$ cat src/rtl/endpoint_link.sv
// rtl/endpoint_link.sv - credit-based endpoint link between a local client and one switch port
//
// Purpose: the link sends local flits into the switch input buffer under per-VC
// credit flow control. It also buffers flits coming out of the switch in per-VC
// receive FIFOs and hands them to a local consumer in round-robin VC order.
//
// Ports:
//   clk, rst             clock, asynchronous active-high reset
//   sw_in / sw_data_ready_in          registered flit toward the switch, one-cycle valid pulse
//   sw_buffer_available               per-VC credit-return pulses from the switch
//   sw_out / sw_data_ready_out        flit from the switch outport and its valid
//   sw_credit_granted                 per-VC pulse, one RX slot freed by a pop
//   sw_packet_sent                    pulse, consumer popped the last flit of a packet
//   sw_config_done                    switch configured; gates transmission
//   tx_flit / tx_valid / tx_ready     local transmit handshake
//   rx_flit / rx_valid / rx_ready     local receive handshake; rx_eop marks end of packet
//   err_credit, err_overflow          sticky error flags, cleared only by rst

package endpoint_link_pkg;
  localparam int FLIT_VC_W   = 2;
  localparam int FLIT_DATA_W = 16;

  typedef struct packed {
    logic [FLIT_VC_W-1:0]   vc;
    logic [FLIT_DATA_W-1:0] data;
  } flit_t;
endpackage

module endpoint_link
  import endpoint_link_pkg::*;
#(
  parameter int NUM_VCS    = 2,
  parameter int TX_CREDITS = 4,
  parameter int RX_DEPTH   = 4   // power of two, at least 2
) (
  input  logic               clk,
  input  logic               rst,
  output flit_t              sw_in,
  output logic               sw_data_ready_in,
  input  logic [NUM_VCS-1:0] sw_buffer_available,
  input  flit_t              sw_out,
  input  logic               sw_data_ready_out,
  output logic [NUM_VCS-1:0] sw_credit_granted,
  output logic               sw_packet_sent,
  input  logic               sw_config_done,
  input  flit_t              tx_flit,
  input  logic               tx_valid,
  output logic               tx_ready,
  output flit_t              rx_flit,
  output logic               rx_valid,
  input  logic               rx_ready,
  input  logic               rx_eop,
  output logic               err_credit,
  output logic               err_overflow
);

  localparam int VW = (NUM_VCS > 1) ? $clog2(NUM_VCS) : 1;
  localparam int CW = $clog2(TX_CREDITS + 1);
  localparam int AW = (RX_DEPTH > 1) ? $clog2(RX_DEPTH) : 1;

  localparam logic [CW-1:0] CREDIT_MAX = CW'(TX_CREDITS);
  localparam logic [VW-1:0] LAST_VC    = VW'(NUM_VCS - 1);

  // ---------------------------------------------------------------------------
  // Link state machine
  // ---------------------------------------------------------------------------
  typedef enum logic {
    WAIT_CFG = 1'b0,
    ACTIVE   = 1'b1
  } state_e;

  state_e state_q, state_d;
  logic   link_active;
  logic   load_credits;

  always_ff @(posedge clk or posedge rst) begin
    if (rst) begin
      state_q <= WAIT_CFG;
    end else begin
      state_q <= state_d;
    end
  end

  always_comb begin
    state_d = state_q;
    case (state_q)
      WAIT_CFG: if (sw_config_done)  state_d = ACTIVE;
      ACTIVE:   if (!sw_config_done) state_d = WAIT_CFG;
      default:  state_d = WAIT_CFG;
    endcase
  end

  always_comb begin
    link_active  = (state_q == ACTIVE);
    // Credits are reloaded on the edge that enters ACTIVE, so any credit state
    // left over from a previous configuration is discarded.
    load_credits = (state_q == WAIT_CFG) && sw_config_done;
  end

  // ---------------------------------------------------------------------------
  // Transmit path and credit counters
  // ---------------------------------------------------------------------------
  logic [CW-1:0]      credit_q [NUM_VCS];
  logic [CW-1:0]      credit_d [NUM_VCS];
  logic [VW-1:0]      tx_vc;
  logic               tx_vc_ok;
  logic               tx_accept;
  logic [NUM_VCS-1:0] tx_dec;
  logic               err_credit_q, err_credit_d;
  flit_t              sw_in_q;
  logic               sw_data_ready_in_q;

  assign tx_vc     = tx_flit.vc[VW-1:0];
  assign tx_vc_ok  = (int'(tx_flit.vc) < NUM_VCS);
  assign tx_ready  = link_active && tx_vc_ok && (credit_q[tx_vc] != '0);
  assign tx_accept = tx_valid && tx_ready;

  always_comb begin
    err_credit_d = err_credit_q;
    for (int v = 0; v < NUM_VCS; v++) begin
      tx_dec[v]   = tx_accept && (tx_vc == VW'(v));
      credit_d[v] = credit_q[v];
      if (load_credits) begin
        credit_d[v] = CREDIT_MAX;
      end else if (sw_buffer_available[v] && !tx_dec[v]) begin
        // A return with every slot already credited means the switch and the
        // endpoint disagree; saturate rather than wrap.
        if (credit_q[v] == CREDIT_MAX) begin
          err_credit_d = 1'b1;
        end else begin
          credit_d[v] = credit_q[v] + 1'b1;
        end
      end else if (tx_dec[v] && !sw_buffer_available[v]) begin
        credit_d[v] = credit_q[v] - 1'b1;
      end
    end
  end

  always_ff @(posedge clk or posedge rst) begin
    if (rst) begin
      for (int v = 0; v < NUM_VCS; v++) begin
        credit_q[v] <= '0;
      end
      err_credit_q       <= 1'b0;
      sw_in_q            <= '0;
      sw_data_ready_in_q <= 1'b0;
    end else begin
      for (int v = 0; v < NUM_VCS; v++) begin
        credit_q[v] <= credit_d[v];
      end
      err_credit_q       <= err_credit_d;
      sw_data_ready_in_q <= tx_accept;
      if (tx_accept) begin
        sw_in_q <= tx_flit;
      end
    end
  end

  assign sw_in            = sw_in_q;
  assign sw_data_ready_in = sw_data_ready_in_q;
  assign err_credit       = err_credit_q;

  // ---------------------------------------------------------------------------
  // Receive FIFOs, one per VC. Pointers carry one extra wrap bit so that
  // full and empty are distinguishable without a separate count.
  // ---------------------------------------------------------------------------
  flit_t              mem_q    [NUM_VCS][RX_DEPTH];
  logic [AW:0]        wr_ptr_q [NUM_VCS];
  logic [AW:0]        rd_ptr_q [NUM_VCS];
  logic [NUM_VCS-1:0] fifo_empty;
  logic [NUM_VCS-1:0] fifo_full;

  always_comb begin
    for (int v = 0; v < NUM_VCS; v++) begin
      fifo_empty[v] = (wr_ptr_q[v] == rd_ptr_q[v]);
      fifo_full[v]  = (wr_ptr_q[v][AW] != rd_ptr_q[v][AW]) &&
                      (wr_ptr_q[v][AW-1:0] == rd_ptr_q[v][AW-1:0]);
    end
  end

  // Round-robin search: first non-empty VC at or after the pointer.
  logic [VW-1:0] rr_q, rr_d;
  logic [VW-1:0] rr_vc;
  logic [VW-1:0] cand_vc;
  int            cand;
  logic          rr_found;

  always_comb begin
    rr_found = 1'b0;
    rr_vc    = '0;
    cand     = 0;
    cand_vc  = '0;
    for (int i = 0; i < NUM_VCS; i++) begin
      cand = int'(rr_q) + i;
      if (cand >= NUM_VCS) begin
        cand = cand - NUM_VCS;
      end
      cand_vc = VW'(cand);
      if (!rr_found && !fifo_empty[cand_vc]) begin
        rr_found = 1'b1;
        rr_vc    = cand_vc;
      end
    end
  end

  // Once a flit is offered but not taken, the offered VC is locked so a push
  // into a VC nearer the pointer cannot swap rx_flit under a stalled consumer.
  logic               lock_q, lock_d;
  logic [VW-1:0]      lock_vc_q;
  logic [VW-1:0]      sel_vc;
  logic               pop;
  logic [VW-1:0]      push_vc;
  logic               push_req;
  logic               push_en;
  logic               push_drop;
  logic [NUM_VCS-1:0] granted_d;
  logic [NUM_VCS-1:0] sw_credit_granted_q;
  logic               sw_packet_sent_q;
  logic               err_overflow_q;

  assign sel_vc   = lock_q ? lock_vc_q : rr_vc;
  assign rx_valid = ~&fifo_empty;
  assign rx_flit  = rx_valid ? mem_q[sel_vc][rd_ptr_q[sel_vc][AW-1:0]] : '0;
  assign pop      = rx_valid && rx_ready;
  assign lock_d   = rx_valid && !rx_ready;

  assign push_vc  = sw_out.vc[VW-1:0];
  assign push_req = sw_data_ready_out && (int'(sw_out.vc) < NUM_VCS);
  // A full FIFO still accepts when its head leaves on the same edge.
  assign push_en   = push_req && (!fifo_full[push_vc] || (pop && (sel_vc == push_vc)));
  assign push_drop = push_req && !push_en;

  always_comb begin
    rr_d = rr_q;
    if (pop) begin
      rr_d = (sel_vc == LAST_VC) ? '0 : sel_vc + 1'b1;
    end
    for (int v = 0; v < NUM_VCS; v++) begin
      granted_d[v] = pop && (sel_vc == VW'(v));
    end
  end

  always_ff @(posedge clk or posedge rst) begin
    if (rst) begin
      for (int v = 0; v < NUM_VCS; v++) begin
        wr_ptr_q[v] <= '0;
        rd_ptr_q[v] <= '0;
      end
      rr_q                <= '0;
      lock_q              <= 1'b0;
      lock_vc_q           <= '0;
      sw_credit_granted_q <= '0;
      sw_packet_sent_q    <= 1'b0;
      err_overflow_q      <= 1'b0;
    end else begin
      for (int v = 0; v < NUM_VCS; v++) begin
        if (push_en && (push_vc == VW'(v))) begin
          wr_ptr_q[v] <= wr_ptr_q[v] + 1'b1;
        end
        if (granted_d[v]) begin
          rd_ptr_q[v] <= rd_ptr_q[v] + 1'b1;
        end
      end
      rr_q                <= rr_d;
      lock_q              <= lock_d;
      lock_vc_q           <= sel_vc;
      sw_credit_granted_q <= granted_d;
      sw_packet_sent_q    <= pop && rx_eop;
      err_overflow_q      <= err_overflow_q | push_drop;
    end
  end

  // Storage needs no reset: pointers define which entries are live.
  always_ff @(posedge clk) begin
    if (push_en) begin
      mem_q[push_vc][wr_ptr_q[push_vc][AW-1:0]] <= sw_out;
    end
  end

  assign sw_credit_granted = sw_credit_granted_q;
  assign sw_packet_sent    = sw_packet_sent_q;
  assign err_overflow      = err_overflow_q;

endmodule

$ cat config.mk
export PLATFORM = sky130hd
export DESIGN_NAME = endpoint_link
export DESIGN_NICKNAME = d
export VERILOG_FILES = /design/src/rtl/endpoint_link.sv
export SDC_FILE = /design/constraint.sdc
export NUM_CORES = 1
export LEC_CHECK = 0
export CELL_PAD_IN_SITES_DETAIL_PLACEMENT = 1
export CELL_PAD_IN_SITES_GLOBAL_PLACEMENT = 1
export CORE_MARGIN = 4
export CORE_UTILIZATION = 48
export CTS_BUF_LIST = sky130_fd_sc_hd__clkbuf_8
export CTS_CLUSTER_SIZE = 12
export DETAILED_ROUTE_END_ITERATION = 8
export PLACE_DENSITY_LB_ADDON = 0.25
export SLEW_MARGIN = 20
export SYNTH_ARGS = -nofsm -noshare
export SYNTH_HDL_FRONTEND = slang
export SYNTH_SLANG_ARGS = --single-unit
$ cat constraint.sdc
create_clock -name clk -period 9.7 [get_ports clk]
set_input_delay 1.94 -clock clk [delete_from_list [all_inputs] [get_ports clk]]
set_output_delay 1.94 -clock clk [all_outputs]
set_load 0.05 [all_outputs]
* Word level (Yosys, flattened, before mapping)
Memories as Yosys holds them, arrays and structs flattened.
Cells that the tools add are included.
** Cells by class
- Equality and inequality tests :: 11
- $add $sub $neg :: 12
- Magnitude comparators :: 13
- Mux-type cells :: 44
- Reductions and logical operators :: 41
- Bitwise gates (word level) :: 10
** Operators by type and width (count)
- $mux 18 :: 4
- $mux 72 :: 1
- $bmux 18 s2 :: 1
- $demux 18 s2 :: 1
- $mux 3 :: 11
- $logic_and 1x1->1 :: 25
- $mux 1 :: 20
- $add 3x1->3 const B :: 6
- $mux 2 :: 6
- $logic_not 1->1 :: 9
- $reduce_bool 3->1 :: 3
- $ge 2x2->1 const B :: 4
- $eq 3x3->1 :: 2
- $eq 3x3->1 const B :: 2
- $ge 3x3->1 const B :: 2
- $lt 1x2->1 const B :: 3
- $ne 3x3->1 const B :: 2
- $not 1->2 :: 3
- $not 2->3 :: 2
- $reduce_and 2->1 :: 3
- $sub 3x1->3 const B :: 2
- $eq 2x2->1 :: 2
- $lt 2x2->1 const B :: 2
- $not 1->1 :: 4
- 9 further kinds :: 11
** Word-level totals
- Flip-flop bits (word level) :: 46
- Output and inout bits :: 44
- Input bits :: 45
- Memories :: 1
- Logic and storage cells :: 149
- RAM bits :: 144
** Memory list
- mem_q :: depth 2, width 72, rd ports 1, clocked after Yosys merged registers in 0, wr ports 1, RTL line 167 : flit_t mem_q [NUM_VCS][RX_DEPTH];

* Logic depth before layout (Yosys ltp)
Gate-level depths: netlist of the first run.
- Word-level depth :: 18
- Gate-level depth with buffers :: 8
- Depth with buffers taken out :: 7

* Worst setup path before layout of the first run
Ideal clock, no wire load.
- Path kind :: input -> output
- Start :: in tx_flit[17] (netlist bit)
- End :: out tx_ready
- Required time :: 7760 ps
- Data arrival time :: 3333 ps
- Buffers on the path :: 0
- Cell stages on the path :: 2
- Slack :: 4427 ps
- Path through :: nand2b_1 a211oi_1
** On the way
- Word-level cells in the longest chain between the ends :: 3
** RTL lines
- start: declaration :: RTL line 46 : input flit_t tx_flit,
- $lt 2x2->1 :: RTL line 114 : assign tx_vc_ok = (int'(tx_flit.vc) < NUM_VCS);
- $logic_and 1x1->1 (2 in series) :: RTL line 115 : assign tx_ready = link_active && tx_vc_ok && (credit_q[tx_vc] != '0);
- end: declaration :: RTL line 48 : output logic tx_ready,
No other way between the ends.

==> results of run 1 <==
==> worst max-delay path: cells and delay by family, from the launching register on <==
family / cells / cell delay (ns)
AO/OA/AOI/OAI: 2 / 0.78
AND/OR/NAND/NOR: 2 / 0.23
XOR/XNOR: 1 / 0.38
buffers and inverters: 2 / 1.16
flip-flops: 1 / 1.01
==> power by group <==
part	switching, mW	internal (mW)	total [mW]
Combinational	0.886	0.525	1.41
Clock	0.278	0.227	0.505
Sequential	0.0965	0.988	1.08
==> worst max path at each step <==
stage                 from           to  slack [ns]  depth (start not counted)
4_1_cts        rd_ptr_q[1]  rx_flit[16]        3.28                          7
3_5_place_dp   tx_flit[16]     tx_ready        3.81                          4
2_1_floorplan  tx_flit[17]     tx_ready        4.43                          2
6_report       rd_ptr_q[1]  rx_flit[16]        3.72                          7
5_1_grt        rd_ptr_q[1]  rx_flit[16]        3.48                          7
3_3_place_gp   tx_flit[16]     tx_ready        3.84                          4
==> through the flow <==
stage                     hold slack (ns)  cells  instance area [µm²]  utilization (%)
final                              0.4936    763                 9256            58.70
after global routing               0.5075    763                 9256            58.70
after CTS                          0.4988    763                 9254            58.68
after detailed placement           0.4729    732                 8875            56.28
after global placement             0.4488    732                 8875            56.28
after floorplan                    0.4638    434                 7692                -
==> final cells by class <==
cell class	instances	share of cell area, %
clock buffers	17	2.528
well taps	216	2.920
inverters	11	0.4866
repair buffers	99	10.41
clock inverters	14	1.568
flip-flops and latches	190	59.15
multi-input cells	216	22.94
==> cells in the mapped netlist (5+ instances only) <==
cell,n,area [µm²]
xnor2_1,8,70.07
nor3_1,14,70.07
buf_2,7,35.03
dfrtp_1,46,1151
mux4_2,36,810.8
inv_1,9,33.78
nand2_1,45,168.9
a21oi_1,20,100.1
clkbuf_1,5,18.77
edfxtp_1,144,4324
nor2_1,7,26.28
mux2_2,17,191.4
==> cell families after synthesis <==
logic type / Yosys count / synth area share [%]
xor+xnor: 15 / 2.001
mux: 57 / 13.65
buf+inv: 28 / 1.757
compound gates: 49 / 4.782
fa+ha+maj: 6 / 1.171
simple gates: 89 / 5.465
flops: 190 / 71.18
==> sequential cells by signal, indices dropped and copies added, names as in the netlist, 2 cells and up <==
signal and cells:
mem_q 144, sw_in 18, credit_q 6, rd_ptr_q 6, wr_ptr_q 6, sw_credit_granted 2
==> per-layer routing <==
| layer | track usage [%] | vias to the layer above |
|---|---|---|
| li1 | - | 1883 |
| met1 | 26.59 | 2223 |
| met2 | 32.88 | 115 |
| met3 | 4.657 | 22 |
| met4 | 6.787 | 0 |
| met5 | 0 | - |
==> reports/results.txt, run 1 <==
min Tclk post-route - 5.985 ns
total die area - 18110 µm²
commonest cells after routing, fill and taps aside - edfxtp_1, clkdlybuf4s50_1, dfrtp_1
core area - 15770 µm²
reg2reg end - mem_q[1][47]
initial antenna violation count - 0
final hold violation count - 0
CTS Buf Count - 17
CTS tree - built
dpl hpwl - 10.94 mm
Top FF cell, synth - edfxtp_1
H-tree depth - 4
area of the multi-input gates - 2123 µm²
Rel. slew slack - 31.35%
Pre-Repair DR Iteration Count - 4
Hold Path Sink - err_overflow
Final Worst Setup Slack - 3.715 ns
Root Buffer Master - clkbuf_8
mean post-synth cell area - 17.72 µm²
max frequency - 167.1 MHz
commonest non-fill, non-tap cell in the layout - edfxtp_1
Lkg Pwr - 3.219 nW
EDFF count, synth - 144
grt ovf - 0
Worst R2R Start - rd_ptr_q[1]
Core Rows - 46
Initial Utilization - 48.78%
# IOs - 89
Peak VDD IR - 0.0001973 V
Tcrit/Tclk final - 61.70%
worst-path cell chain - xor2_1 > nor3_2 > o31a_2 > inv_4 > nand2_1 > a21oi_1 > clkdlybuf4s50_1
Req. time, crit path - 7.76 ns
routed wire length - 16.91 mm
post-layout net count - 586
Syn Inst Count - 434
post_cts resized - 0
status - finished clean
# hold bufs at CTS - 0
CP max stage delay - 1.01 ns
Vias/cell - 5.561
post-CTS setup buffer count - 0
crit path max fanout - 21
Syn. warnings - 0
largest net degree at the start of global routing - 47
met1 WL - 7.250 mm
CP Launch Type - register
routed wire length per instance - 22.16 µm
Setup Viol. Count Final - 0
GPL Wtd Cong - 0.7780
RSZ-0062 raised after global routing - no
DR vias - 4243
Register-to-Register Setup Slack - 6.07 ns
slowest stage cell on the critical path - dfrtp_1
Worst Max-Slew Pin Slew - 1.030 ns
Power Total - 3.000 mW
Synth cell types - 60
clk_lat worst skew - 0.46 ns
Tot GR Track Use - 19.98%
Die X - 134.6 µm
DRC errors left - 0
setup total negative slack - 0 ns
area grow syn2layout - 20.33%
fraction of layout cells with a size suffix above 1 - 21.21%
worst hold path cell count - 1
FF/Latch Area - 5475 µm²
FF-to-FF path depth - 6
clock sink count - 190
first-pass GRT wire length - 27.12 mm
First DRT Iteration DRCs - 244
crit path kind - reg -> out
synthesized area - 7692 µm²
met2 routed wirelength - 8.582 mm
Reg clk slew, reported paths - 0.10 ns
ys async rst share - 24.21%
MaxCap Viol Count - 0
Port-buffer cells - 88
# fillers - 1471
Final Max Tran Viols - 0
clock skew - 0.01313 ns
Longest Clk Path Bufs - 2
Critical Path Sink Type - primary output
Hold Crit Class - reg -> reg
Post-Place Worst Slack - 3.812 ns
met3 WL - 806 µm
Pwr Density - 324.1 nW/µm²
Mapped Nets - 485
Synth Register Bits - 190
die height - 134.6 µm
Seq/Total Area, Yosys - 71.18%
Antenna Nets Post-Route - 0
uppermost layer routed - met4
Crit path arrival time - 4.04 ns
ant diodes - 0
hold path start - err_overflow
vias in the first global route - 4735
No activity file was read; power rests on OpenSTA's default activity.
==> run 2, diff against run 1 <==
CORE_UTILIZATION = 45   (was 48)
clock period = 4.86 ns   (was 9.7 ns; I/O delays follow)
==> reports/results.txt, run 2 (synthesis results as in run 1) <==
met2 Usage GRT - 32.94% (was 32.88%)
post-layout net count - 589 (was 586)
Longest Clk Path Bufs - 2 (unchanged)
routed wire length per instance - 22.32 µm (was 22.16 µm)
Die X - 138.7 µm (was 134.6 µm)
ant diodes - 0 (unchanged)
max FFs per register - 144 (unchanged)
Rel. slew slack - 45.18% (was 31.35%)
post-CTS setup buffer count - 0 (unchanged)
GPL Wtd Cong - 0.7379 (was 0.7780)
total die area - 19250 µm² (was 18110 µm²)
Crit path arrival time - 3.19 ns (was 4.04 ns)
Final Max Tran Viols - 0 (unchanged)
Pre-Repair DR Iteration Count - 4 (unchanged)
CP max stage delay - 0.85 ns (was 1.01 ns)
Tcrit/Tclk final - 85.71%
clock skew - 0.01745 ns (was 0.01313 ns)
Core Rows - 47 (was 46)
routed wire length - 17.21 mm (was 16.91 mm)
# fillers - 1563 (was 1471)
Initial Utilization - 46.22% (was 48.78%)
status - finished clean (unchanged)
clock sink count - 190 (unchanged)
DRC errors left - 0 (unchanged)
fraction of layout cells with a size suffix above 1 - 22.87% (was 21.21%)
clk_lat worst skew - 0.46 ns (about the same)
RSZ-0062 raised after global routing - no (unchanged)
Reg clk slew, reported paths - 0.10 ns (about the same)
die height - 138.7 µm (was 134.6 µm)
Final Worst Setup Slack - 0.6943 ns (was 3.715 ns)
CTS Buf Count - 17 (unchanged)
commonest cells after routing, fill and taps aside - edfxtp_1, clkdlybuf4s50_1, dfrtp_1 (unchanged)
max frequency - 240.1 MHz
Power Total - 5.989 mW (was 3.000 mW)
DR vias - 4237 (was 4243)
grt ovf - 0 (unchanged)
Lkg Pwr - 3.256 nW (was 3.219 nW)
vias in the first global route - 4621 (was 4735)
Port-buffer cells - 88 (unchanged)
worst-path cell chain - xor2_2 > nor3_2 > o31a_1 > buf_4 > nand2_1 > a21oi_1 > clkdlybuf4s50_1 (was xor2_1 > nor3_2 > o31a_2 > inv_4 > nand2_1 > a21oi_1 > clkdlybuf4s50_1)
Antenna Nets Post-Route - 0 (unchanged)
CP Launch Type - register (unchanged)
Vias/cell - 5.495 (was 5.561)
met3 usage - 4.276% (was 4.657%)
area of the multi-input gates - 2122 µm² (was 2123 µm²)
Worst Max-Slew Pin Slew - 0.8223 ns (was 1.030 ns)
area grow syn2layout - 20.75% (was 20.33%)
MaxCap Viol Count - 0 (unchanged)
Root Buffer Master - clkbuf_8 (unchanged)
# IOs - 89 (unchanged)
First DRT Iteration DRCs - 252 (was 244)
crit path kind - reg -> out (unchanged)
Setup Viol. Count Final - 0 (unchanged)
dpl hpwl - 10.77 mm (was 10.94 mm)
post_cts resized - 0 (unchanged)
setup total negative slack - 0 ns (unchanged)
initial antenna violation count - 0 (unchanged)
H-tree depth - 4 (unchanged)
first-pass GRT wire length - 27.32 mm (was 27.12 mm)
# hold bufs at CTS - 0 (unchanged)
final hold violation count - 0 (unchanged)
FF/Latch Area - 5475 µm² (unchanged)
largest net degree at the start of global routing - 47 (unchanged)
Hold Crit Class - reg -> reg (unchanged)
min Tclk post-route - 4.166 ns
CTS tree - built (unchanged)
Req. time, crit path - 3.89 ns (was 7.76 ns)
Post-Place Worst Slack - 0.9145 ns (was 3.812 ns)
Tot GR Track Use - 18.69% (was 19.98%)
Critical Path Sink Type - primary output (unchanged)
commonest non-fill, non-tap cell in the layout - edfxtp_1 (unchanged)
Peak VDD IR - 0.0005110 V (was 0.0001973 V)
Pwr Density - 644.7 nW/µm² (was 324.1 nW/µm²)
crit path max fanout - 18 (was 21)
core area - 16640 µm² (was 15770 µm²)
GRT Max-Usage Layer - met2 (unchanged)
M1 GR Usage - 23.36% (was 26.59%)
slowest stage cell on the critical path - clkdlybuf4s50_1 (was dfrtp_1)
==> run 2: worst paths after layout <==
kind	cells after the start	slack, ns	endpoint	start
max	7	0.69	rx_flit[13]	wr_ptr_q[0]
min	1	0.49	err_credit	err_credit
max reg2reg	6	2.14	mem_q[0][70]	wr_ptr_q[0]
min reg2reg	1	0.49	err_credit	err_credit
max in group asynchronous	2	3.38	sw_credit_granted[1]	rst
min in group asynchronous	2	0.98	sw_in[12]	rst
==> run 2: where the power goes <==
part | internal (mW) | total (mW) | switching [mW]
logic | 1.04 | 2.84 | 1.80
registers | 1.97 | 2.14 | 0.169
clock network | 0.423 | 1.01 | 0.583
==> run 2: worst max-delay path: cells and delay by family (launching register included) <==
family                    cells  cell delay, ns
xor gates and xnor gates      1            0.21
buffers and inverters         2            1.16
AOI/OAI and AO/OA             2            0.46
and+or+nand+nor               2            0.40
DFF                           1            0.50
==> run 2: layer usage <==
layer	wire, µm	share of wire [%]
met5	0	0
met4	255	1.5
met2	9152	53
met3	710	4.1
met1	7088	41
==> run 2: stage by stage <==
step,utilization (%),instances,hold WS (ns),area [µm²]
after global routing,55.82,771,0.5226,9289
after floorplan,-,434,0.4638,7692
after global placement,53.49,739,0.4563,8902
final,55.82,771,0.4889,9289
after CTS,55.81,771,0.4987,9288
after detailed placement,53.49,739,0.4786,8902
==> run 2: cell type report <==
cell class	instances	area share, %
Clock buffer	17	2.519
Clock inverter	15	1.630
Sequential cell	190	58.94
Multi-Input combinational cell	216	22.84
Timing Repair Buffer	102	10.61
Inverter	11	0.4849
Tap cell	220	2.963
